File: src/rtl/fetch_stage.sv
// ----------------------------------------------------------------------------
// fetch_stage
//   Instruction-fetch stage of the 16-bit CPU. Owns the 12-bit PC, presents it
//   to instruction memory, and registers the returned word together with its
//   PC into the IF/ID pipeline register.
//
//   Ports
//     clk, rst_n       clock, asynchronous active-low reset
//     stall            hazard hold: freezes PC, IF/ID, state and fetch_count
//     redirect_valid   branch/jump taken; loads redirect_pc and flushes IF/ID
//     redirect_pc      redirect target
//     PCAdd_pc         current PC to instruction memory (straight from the reg)
//     M_instruction    instruction word read combinationally at PCAdd_pc
//     if_instruction   IF/ID instruction
//     if_pc            IF/ID PC of if_instruction
//     if_valid         IF/ID holds a real instruction (0 = bubble)
//     halted           stage is in HALT
//     fetch_count      valid instructions delivered, saturating at 16'hFFFF
// ----------------------------------------------------------------------------
module fetch_stage #(
    parameter logic [11:0] RESET_PC    = 12'h000,
    parameter logic [3:0]  HALT_OPCODE = 4'hF
) (
    input  logic        clk,
    input  logic        rst_n,
    input  logic        stall,
    input  logic        redirect_valid,
    input  logic [11:0] redirect_pc,
    output logic [11:0] PCAdd_pc,
    input  logic [15:0] M_instruction,
    output logic [15:0] if_instruction,
    output logic [11:0] if_pc,
    output logic        if_valid,
    output logic        halted,
    output logic [15:0] fetch_count
);

    typedef enum logic {
        RUN  = 1'b0,
        HALT = 1'b1
    } state_t;

    typedef struct packed {
        logic [15:0] instr;
        logic [11:0] pc;
        logic        valid;
    } ifid_t;

    state_t      state, state_nxt;
    logic [11:0] pc, pc_nxt;
    ifid_t       ifid, ifid_nxt;
    logic [15:0] cnt, cnt_nxt;
    logic        is_halt;

    assign is_halt = (M_instruction[15:12] == HALT_OPCODE);

    // State and datapath registers; reset is asynchronous so a mid-run
    // reset drops everything in flight without waiting for a clock edge.
    always_ff @(posedge clk or negedge rst_n) begin
        if (!rst_n) begin
            state <= RUN;
            pc    <= RESET_PC;
            ifid  <= '{instr: 16'h0000, pc: 12'h000, valid: 1'b0};
            cnt   <= 16'h0000;
        end else begin
            state <= state_nxt;
            pc    <= pc_nxt;
            ifid  <= ifid_nxt;
            cnt   <= cnt_nxt;
        end
    end

    // Next-state: redirect beats stall beats normal fetch / HALT handling.
    always_comb begin
        state_nxt = state;
        pc_nxt    = pc;
        ifid_nxt  = ifid;
        cnt_nxt   = cnt;
        if (redirect_valid) begin
            // Flush only the valid bit; data fields may go stale since
            // consumers qualify with if_valid. Any HALT word seen this
            // cycle is dropped along with the flushed fetch.
            pc_nxt         = redirect_pc;
            ifid_nxt.valid = 1'b0;
            state_nxt      = RUN;
        end else if (stall) begin
            // everything holds
        end else begin
            unique case (state)
                RUN: begin
                    ifid_nxt.instr = M_instruction;
                    ifid_nxt.pc    = pc;
                    ifid_nxt.valid = 1'b1;
                    if (cnt != 16'hFFFF) cnt_nxt = cnt + 16'd1;
                    if (is_halt) begin
                        // HALT itself is delivered valid; PC parks on it.
                        state_nxt = HALT;
                    end else begin
                        pc_nxt = pc + 12'd1;  // wraps FFF -> 000
                    end
                end
                HALT: begin
                    ifid_nxt.valid = 1'b0;
                end
                default: begin
                    state_nxt = RUN;
                end
            endcase
        end
    end

    assign PCAdd_pc       = pc;
    assign if_instruction = ifid.instr;
    assign if_pc          = ifid.pc;
    assign if_valid       = ifid.valid;
    assign halted         = (state == HALT);
    assign fetch_count    = cnt;

endmodule

File: config.mk
export PLATFORM = sky130hd
export DESIGN_NAME = fetch_stage
export DESIGN_NICKNAME = d
export VERILOG_FILES = /design/src/rtl/fetch_stage.sv
export SDC_FILE = /design/constraint.sdc
export NUM_CORES = 1
export LEC_CHECK = 0
export CAP_MARGIN = 20
export CORE_ASPECT_RATIO = 0.7
export CORE_MARGIN = 4
export CORE_UTILIZATION = 49
export DETAILED_ROUTE_END_ITERATION = 12
export GPL_ROUTABILITY_DRIVEN = 1
export HOLD_SLACK_MARGIN = 0.02
export PLACE_DENSITY = 0.89
export SYNTH_ARGS = -nofsm -noshare
export SYNTH_HDL_FRONTEND = slang
export SYNTH_SLANG_ARGS = --single-unit
File: constraint.sdc
create_clock -name clk -period 5.36 [get_ports clk]
set_input_delay 0.804 -clock clk [delete_from_list [all_inputs] [get_ports clk]]
set_output_delay 0.804 -clock clk [all_outputs]
set_load 0.01 [all_outputs]
* After elaboration in Yosys (flattened, before gate mapping)
Cells that the tools add are included.
Cells by class: eq/ne operators 5, reductions and logical operators 3, add/sub/neg operators 2, bitwise gates (word level) 3, muxes and demuxes 11
Operators by type and width (count):
- 12-bit two-way mux | 4
- 16-bit by 1-bit adder with 16-bit output (second input constant) | 1
- 16-bit != test (second input constant) | 1
- 12-bit by 1-bit adder with 12-bit output (second input constant) | 1
- 1-bit two-way mux | 6
- 3-bit AND reduction | 2
- 4-bit == test (second input constant) | 1
- 2-bit != test (second input constant) | 2
- 4-bit AND reduction | 1
- 1-bit inverter | 3
- 2-bit by 1-bit != test with 1-bit output (second input constant) | 1
- 1-bit one-hot mux with 2 select lines | 1
Word-level totals: logic and storage cells 30, bits of input ports 32, register bits after elaboration 58

* Logic depth before layout (Yosys ltp)
Gate-level depths: netlist of the first run.
depth in word-level cells 5, mapped depth 6

* Least setup slack after synthesis of the first run
OpenSTA, ideal clock, no wires.
kind input -> register, from in redirect_valid, to reg cnt[13] (netlist: fetch_count[13]), data required time 5231 ps, arrival 1886 ps, path slack 3345 ps, cell stages on the path 5, cells stage by stage or3_1 -> buf_6 -> nor4_4 -> nand4_1 -> xnor2_1
Between the ends: word-level cells in the longest chain between the ends 2
Ends and longest elaborated chain:
- start, declared | line 27 | input logic redirect_valid,
- 1-bit inverter (no source line)
- 4-bit AND reduction (no source line)
- end signal, assigned | line 69 | cnt <= cnt_nxt;
- end, declared | line 52 | logic [15:0] cnt, cnt_nxt;
Every way passes these cells. A chain may end at the register's enable or synchronous reset.

* Final worst setup path of the first run
Same ends and word-level chain as after synthesis.

==> results.md, run 1 <==
Synth:
- After synthesis, flip-flops and latches occupy 54.87% of the total area.
- Yosys printed 0 warnings.
- The synthesized design contains 58 register bits.
- After synthesis, the cell types taking the most area are dfrtp_1 55%, nand2_1 13%, nand4_1 4.0%.
- The fraction of post-synthesis cell area in the top cell type by area is 54.87%.
- The average instance in the mapped netlist occupies 9.653 um^2.
- After synthesis the cells add up to 0.002645 mm^2.
- The cell taking the most area after synthesis is dfrtp_1.
- Yosys mapped the design onto 36 distinct sky130hd cell types.
- The synthesized netlist cell count is 274.
- When the netlist entered floorplanning its net count stood at 308.

Floorplanning:
- The die is 69.47 um tall.
- The number of top-level pins is 90.
- From left edge to right edge, the die measures 95.82 um.
- For this configuration, the core starts out at a cell density of 50.57%.
- The area of the die is 0.006656 mm^2.
- The site row count is 22.
- The core box area is 0.005230 mm^2.

Detailed routing:
- The count of nets left with antenna violations once routing finished came out at 0.
- The number of detailed-route iterations in the first pass is 4.
- The per-cell routed wire length is 15.53 um.
- For this block, the routed nets add up to 6910 um of wire.
- After the first detailed-routing iteration, the DRC count stood at 161.
- In the routed design, unresolved DRC markers number 0.
- In the routed layout, each cell is associated on average with a via count of 5.326.
- The final route contains 2370 vias.

Critical path:
- The largest single stage delay on the critical path is 0.77 ns.
- On the critical path the largest part of the delay comes from buffers and inverters.
- Tracing the worst setup path back leads to its startpoint at redirect_valid.
- The startpoint identified for the worst register-to-register timing path is fetch_count[1].
- The type of the worst setup path is in2reg.
- The signal on the critical path passes through clkdlybuf4s50_1 > or3_1 > buf_4 > nor4_4 > nand4_1 > xnor2_1.
- The master of the slowest instance on the critical path is clkdlybuf4s50_1.
- The endpoint class of the critical path is a register.
- The number of buffers and inverters on the critical path is 2.
- Data arrives at the worst endpoint at 3.01 ns.
- Along the worst path, the maximum fanout reaches 34.
- At the worst endpoint, the required time is 5.58 ns.
- The worst setup path is launched from an input pin.

Global route:
- For this run the aggregate overflow at the end of global routing stands at 0.
- The largest net degree at the start of global routing is 59.
- The global-route wire length before repair is 11360 um.
- The global router's overall resource usage is 22.65%.
- The number of antenna violations at the first check in global routing came to 0.
- The number of global-route vias before repair is 2385.

Power:
- The clock group share of total power is 28.9%.
- In this run, the combinational gates consume 25.3% of the power.
- The worst-case IR drop observed on VDD is 0.2393 mV.
- In this run the power spent charging and discharging nets is 0.3854 mW.
- The reported leakage power is 1.711 nW.
- The ratio of total power to cell area is 336.2 mW/mm^2.
- Of the total power, the share spent switching nets is 30.27%.
- The portion of total power attributed to sequential cells is 45.8%.
- The cell internal power dissipation is 0.8878 mW.

STA:
- Setup repair after global routing left no endpoint under its margin.
- Based on the critical path, the design can be clocked at up to 0.3578 GHz.
- The post-layout worst setup margin is 2.565 ns.
- In the finished design, the share of the clock period the worst path needs comes to 52.14%.
- The setup TNS is 0 ns.
- The final max-slew violation count is 0.
- The worst-case headroom to the max-slew limit is 52.03%.
- The worst-case clock skew is 0.005574 ns.
- Setup violations remaining at the end of the flow were counted as 0.
- The transition time at the pin with the least slew margin is 0.7195 ns.
- For the finished layout, the period the worst path requires is 2.795 ns.
- The final hold violation count is 0.

CTS:
- The hold-fix buffer count after cts is 0.
- The cell chosen for the clock root is clkbuf_8.
- The number of cells upsized or downsized after cts is 0.
- No sink is reached through more buffers than the 2 on the longest clock path.
- The H-tree depth reported by CTS is 3.
- The clock latency at the later pin of the worst-skew pair is 0.34 ns.
- Buffers inserted during clock tree synthesis total 9.
- The post-CTS setup repair buffer count is 0.
- The CTS tree is built.
- The clock transition at the register clock pins on the worst setup and hold paths after CTS is 0.06 ns.
- The number of clock sinks seen by CTS is 58.

Placement:
- The count of port buffers added during placement is 89.
- The setup slack at placement is 2.224 ns.
- The post-DP HPWL is 4909 um.
- The congestion estimate from routability-driven global placement came to 0.8438.

Final layout:
- The share of layout cells above drive strength 1 is 7.239%.
- The filler cells instantiated in the layout total 393.
- The antenna cell count is 0.
- In the final design database the tool counted 402 nets.
- The synthesis-to-finish area growth is 43.19%.

Run status:
- The run finished with clean final reports.

Hold path:
- The tightest min-delay check is of the reg2reg type.
- The source of the worst hold timing path is if_instruction[2].

Flow run:
- Across the run, the number of max-cap violations was 0.
-- worst register-to-register path, cell delays in order (launching register included) --
cell	delay, ns
dfrtp_1	0.47
ha_1	0.34
nand4_2	0.25
nor4_2	0.38
nor2_1	0.14
mux2_1	0.34
-- sequential cells by signal (all words and copies together), names as in the netlist --
name / count
halted: 1
PCAdd_pc: 12
fetch_count: 16
if_pc: 12
if_instruction: 16
if_valid: 1
-- cells in the final DEF, fill, tap and decap left out, types with 3 or more instances in the layout --
cell type	instances
nand2_1	95
a31oi_1	5
nand4_1	17
clkbuf_8	12
xor2_1	11
nor3_1	4
o21ai_0	15
clkdlybuf4s50_1	88
and3_1	6
buf_4	3
nand3_1	8
nor2_1	7
xnor2_1	4
and4_1	3
a21oi_1	3
dfrtp_1	58
or3_1	4
-- worst paths after layout --
check	endpoint	slack, ns	depth (start not counted)
setup / recovery	fetch_count[13]	2.57	6
hold / removal	if_instruction[2]	0.48	2
setup reg to reg	fetch_count[1]	3.31	5
hold reg to reg	if_instruction[2]	0.48	2
max in group asynchronous	if_pc[11]	4.28	2
min in group asynchronous	if_instruction[0]	0.61	2
-- power groups by stage --
| stage | clock network [mW] | registers, mW | logic, mW |
|---|---|---|---|
| global route | 0.399 | 0.598 | 0.352 |
| global placement | 0 | 0.586 | 0.314 |
| finish | 0.368 | 0.584 | 0.322 |
| detailed placement | 0 | 0.590 | 0.324 |
| floorplan | 0 | 0.605 | 0.0969 |
| CTS | 0.379 | 0.583 | 0.326 |
-- metrics by stage --
step / utilization, % / hold slack (ns) / area, um^2 / power [mW] / std cells
finish: 72.42 / 0.4770 / 3787 / 1.273 / 445
global route: 72.42 / 0.5046 / 3787 / 1.349 / 445
CTS: 72.42 / 0.4812 / 3787 / 1.288 / 445
detailed placement: 68.92 / 0.4662 / 3605 / 0.9140 / 429
global placement: 68.92 / 0.4606 / 3605 / 0.8998 / 429
floorplan: - / 0.5084 / 2645 / 0.7018 / 274
-- final cells by class --
| class | instances | area (um^2) | share of cell area [%] |
|---|---|---|---|
| tap | 72 | 90.09 | 2.379 |
| inverter | 2 | 7.507 | 0.1982 |
| multi-input combinational | 205 | 1147 | 30.29 |
| timing repair buffer | 92 | 908.4 | 23.98 |
| sequential | 58 | 1451 | 38.32 |
| clock inverter | 2 | 10.01 | 0.2643 |
| clock buffer | 14 | 172.7 | 4.559 |
-- synthesized netlist by cell type --
cell type  instances
inv_1              2
and3_1             6
a41oi_1            1
clkbuf_1           3
mux2_1             1
nand3_1            8
nor4_4             2
nor2_1             7
buf_2              2
or3_1              4
nand2b_1           1
xor2_1            11
and4_1             3
nor4_2             1
o21a_1             1
a2111oi_4          1
xnor2_1            4
buf_6              1
a311o_1            1
nand4_2            2
nand3_2            1
nor2b_1            1
o211ai_1           1
a31oi_1            5
dfrtp_1           58
nand2_1           95
o21ai_0           15
and2_1             2
buf_1              3
ha_1               2
or4_1              1
mux2i_1            2
nand4_1           17
a21oi_1            3
nor3_1             5
nor2_2             1
-- cell families (layout without fill, tap and decap cells) --
group | Yosys count | count (layout) | synth area share [%]
AO/OA/AOI/OAI | 28 | 28 | 6.907
multiplexers | 3 | 3 | 1.183
adder cells (fa/ha/maj) | 2 | 2 | 0.9459
XOR/XNOR | 15 | 15 | 4.967
flip-flops | 58 | 58 | 54.87
AND/OR/NAND/NOR | 157 | 157 | 29.19
buffers and inverters | 11 | 110 | 1.939
-- routing by layer --
metal | global-route usage (%) | share of wire [%]
met5 | 0 | 0
met3 | 10.30 | 6.3
met4 | 7.413 | 1.6
met1 | 28.84 | 44
met2 | 34.21 | 48
No activity file was read; power rests on OpenSTA's default activity.
==> run 2, diff against run 1 <==
- CORE_UTILIZATION: 49 -> 45
- PLACE_DENSITY: 0.89 -> 0.83
- clock period: 5.36 -> 2.8 ns (I/O delays scaled with it)
==> run 2 against run 1 <==
Against the previous run: via count shrank 0.84%; setup slack lost 1.8 ns; register-to-register slack lost 2.5 ns; sequential cell count is the same; critical endpoint unchanged.
==> results.md, run 2 (synthesis results as in run 1) <==
STA:
- The setup-violating endpoint count in the final report is 0 (unchanged).
- The worst-case headroom to the max-slew limit is 65.81% (+14 points).
- The final hold violation count is 0 (unchanged).
- The part of the cycle the worst path needs is 73.82%.
- Setup repair after global routing left no endpoint under its margin.
- The time the final worst path needs with I/O delays and setup is 2.067 ns.
- The transition time at the pin with the least slew margin is 0.5129 ns (-0.2066 ns).
- The worst-case clock skew is 0.009701 ns (+0.004127 ns).
- The final max-slew violation count is 0 (unchanged).
- The highest achievable clock rate is 0.4838 GHz.
- The setup TNS came to 0 ns (unchanged).

Floorplanning:
- The width of the die is 99.64 um (+4.0%).
- The site row count is 23 (+4.5%).
- The area of the die is 0.007188 mm^2 (+8.0%).
- The core box area is 0.005698 mm^2 (+8.9%).
- The number of top-level pins was 90 (unchanged).
- The die boundary height came to 72.15 um (+3.9%).
- The initial core utilization came to 46.42% (-4.2 points).

CTS:
- The number of clock sinks seen by CTS is 58 (unchanged).
- The clock transition at the register clock pins on the worst setup and hold paths after CTS is 0.06 ns (about the same).
- The post-CTS setup repair buffer count came to 0 (unchanged).
- The CTS tree is built.
- The cell chosen for the clock root is clkbuf_8.
- The number of cells upsized or downsized after cts is 0 (unchanged).
- The CTS buffer count is 9 (unchanged).
- The clock latency at the later pin of the worst-skew pair is 0.33 ns (about the same).
- The maximum number of buffers from clock root to sink was 2 (unchanged).
- The H-tree depth reported by CTS is 3 (unchanged).
- The hold-fix buffer count after cts is 0 (unchanged).

Global route:
- The global router's overall resource usage is 19.39% (-3.3 points).
- The global-route wire length before repair is 10870 um (-4.3%).
- The number of global-route vias before repair came to 2231 (-6.5%).
- The largest net degree at the start of global routing was 40 (-32%).
- The number of antenna violations at the first check in global routing is 0 (unchanged).
- The final global-route overflow total is 0 (unchanged).

Critical path:
- The data arrival time of the worst path came to 2.27 ns (-0.74 ns).
- The endpoint class of the critical path is a register.
- The capture instance of the worst register-to-register path is fetch_count[1].
- The type of the worst setup path is in2reg.
- The critical path ends at fetch_count[13].
- The most critical setup path has its startpoint at stall.
- The worst setup path is launched from an input pin.
- The reg-to-reg startpoint is fetch_count[0].
- The maximum fanout count along the critical path is 8 (-76%).
- The register-to-register setup slack came to 0.77 ns (-2.54 ns).
- The length in cells of the worst reg-to-reg path was 5 (unchanged).
- The required time reported for the critical path endpoint is 3.01 ns (-2.57 ns).

Final layout:
- The share of layout cells above drive strength 1 is 7.958% (+0.72 points).
- Leaving out fill and tap cells, the most frequent cell in the layout is nand2_1.
- The antenna cell count is 0 (unchanged).
- In the layout the commonest cells are 95 x nand2_1, 88 x clkdlybuf4s50_1, 58 x dfrtp_1.
- The net total in the final layout is 406 (+1.0%).
- The count of fill cells added during filler insertion was 445 (+13%).
- The synthesis-to-finish area growth is 45.03%.
- The final standard cell utilization of the core came to 67.33% (-5.1 points).

Run status:
- The flow ran to the end, and the final reports show no timing, DRC or antenna violations.

Detailed routing:
- The number of detailed-route iterations in the first pass is 4 (unchanged).
- The number of routed nets with antenna violations was 0 (unchanged).
- The wire length on met1 is 3155 um (+4.0%).
- The wire length reported by the detailed router is 6667 um (-3.5%).
- The via count is 2350 (-0.84%).
- The per-cell routed wire length is 14.75 um (-5.0%).
- The topmost layer with routed signal wires is met4.
- The number of vias per cell came to 5.199 (-2.4%).
- The violation count after the first detailed-route iteration is 120 (-25%).
- The met2 layer wire length in the routed design came to 3084 um (-7.4%).
- The detailed route wirelength on metal3 is 357 um (-18%).
- The number of remaining DRC errors is 0 (unchanged).

Flow run:
- The number of maximum-capacitance violations is 0 (unchanged).

Power:
- The reported leakage power is 1.735 nW (+1.4%).
- The ratio of total power to cell area was 652.1 mW/mm^2 (+94%).
- The worst supply voltage drop on vdd is 0.2794 mV (+17%).

Placement:
- The final weighted congestion of routability-driven global placement is 0.8118 (-3.8%).
- The post-DP HPWL is 4959 um (+1.0%).
- The count of port buffers added during placement is 89 (unchanged).

Hold path:
- The path class of the tightest hold or removal check is in2async.
[run 2: worst min path at each step]
stage / slack [ns] / cells past startpoint / startpoint / to
after floorplan: 0.12 / 0 / rst_n / PCAdd_pc[0]
after global placement: 0.38 / 1 / rst_n / if_instruction[1]
after detailed placement: 0.38 / 1 / rst_n / if_instruction[12]
after CTS: 0.03 / 1 / rst_n / if_instruction[12]
after global routing: 0.05 / 1 / rst_n / PCAdd_pc[5]
final: 0.03 / 1 / rst_n / if_instruction[0]
[run 2: cell type report]
type	count	area, um^2	area share, %
Multi-Input combinational cell	205	1147	29.91
Tap cell	75	93.84	2.446
Inverter	2	7.507	0.1957
Timing Repair Buffer	96	938.4	24.46
Clock inverter	2	35.03	0.9132
Clock buffer	14	162.7	4.240
Sequential cell	58	1451	37.83
[run 2: through the flow]
stage / area (um^2) / hold slack [ns] / setup slack (ns) / power, mW / std cells
3_5_place_dp: 3638 / 0.3846 / 0.3703 / 1.752 / 436
5_1_grt: 3836 / 0.05348 / 0.6102 / 2.634 / 452
4_1_cts: 3836 / 0.02752 / 0.7321 / 2.523 / 452
3_3_place_gp: 3638 / 0.3837 / 0.5012 / 1.733 / 436
6_report: 3836 / 0.02658 / 0.7330 / 2.501 / 452
2_1_floorplan: 2645 / 0.1244 / 0.9948 / 1.344 / 274
[run 2: where the power goes]
group	leakage (nW)	switching (mW)	internal, mW	total [mW]
clock network	0.101	0.312	0.460	0.772
registers	0.729	0.148	0.967	1.12
logic	0.906	0.269	0.345	0.614
[run 2: critical path: stages]
cell,delay [ns]
clkdlybuf4s50_1,0.50
or3_1,0.61
nor4_4,0.41
nand4_1,0.17
xnor2_1,0.15
[run 2: metal layers]
metal	global-route usage, %	vias to the layer above
met3	6.340	7
met4	6.667	0
met2	29.54	61
met1	26.33	1135
li1	-	1147
met5	0	-
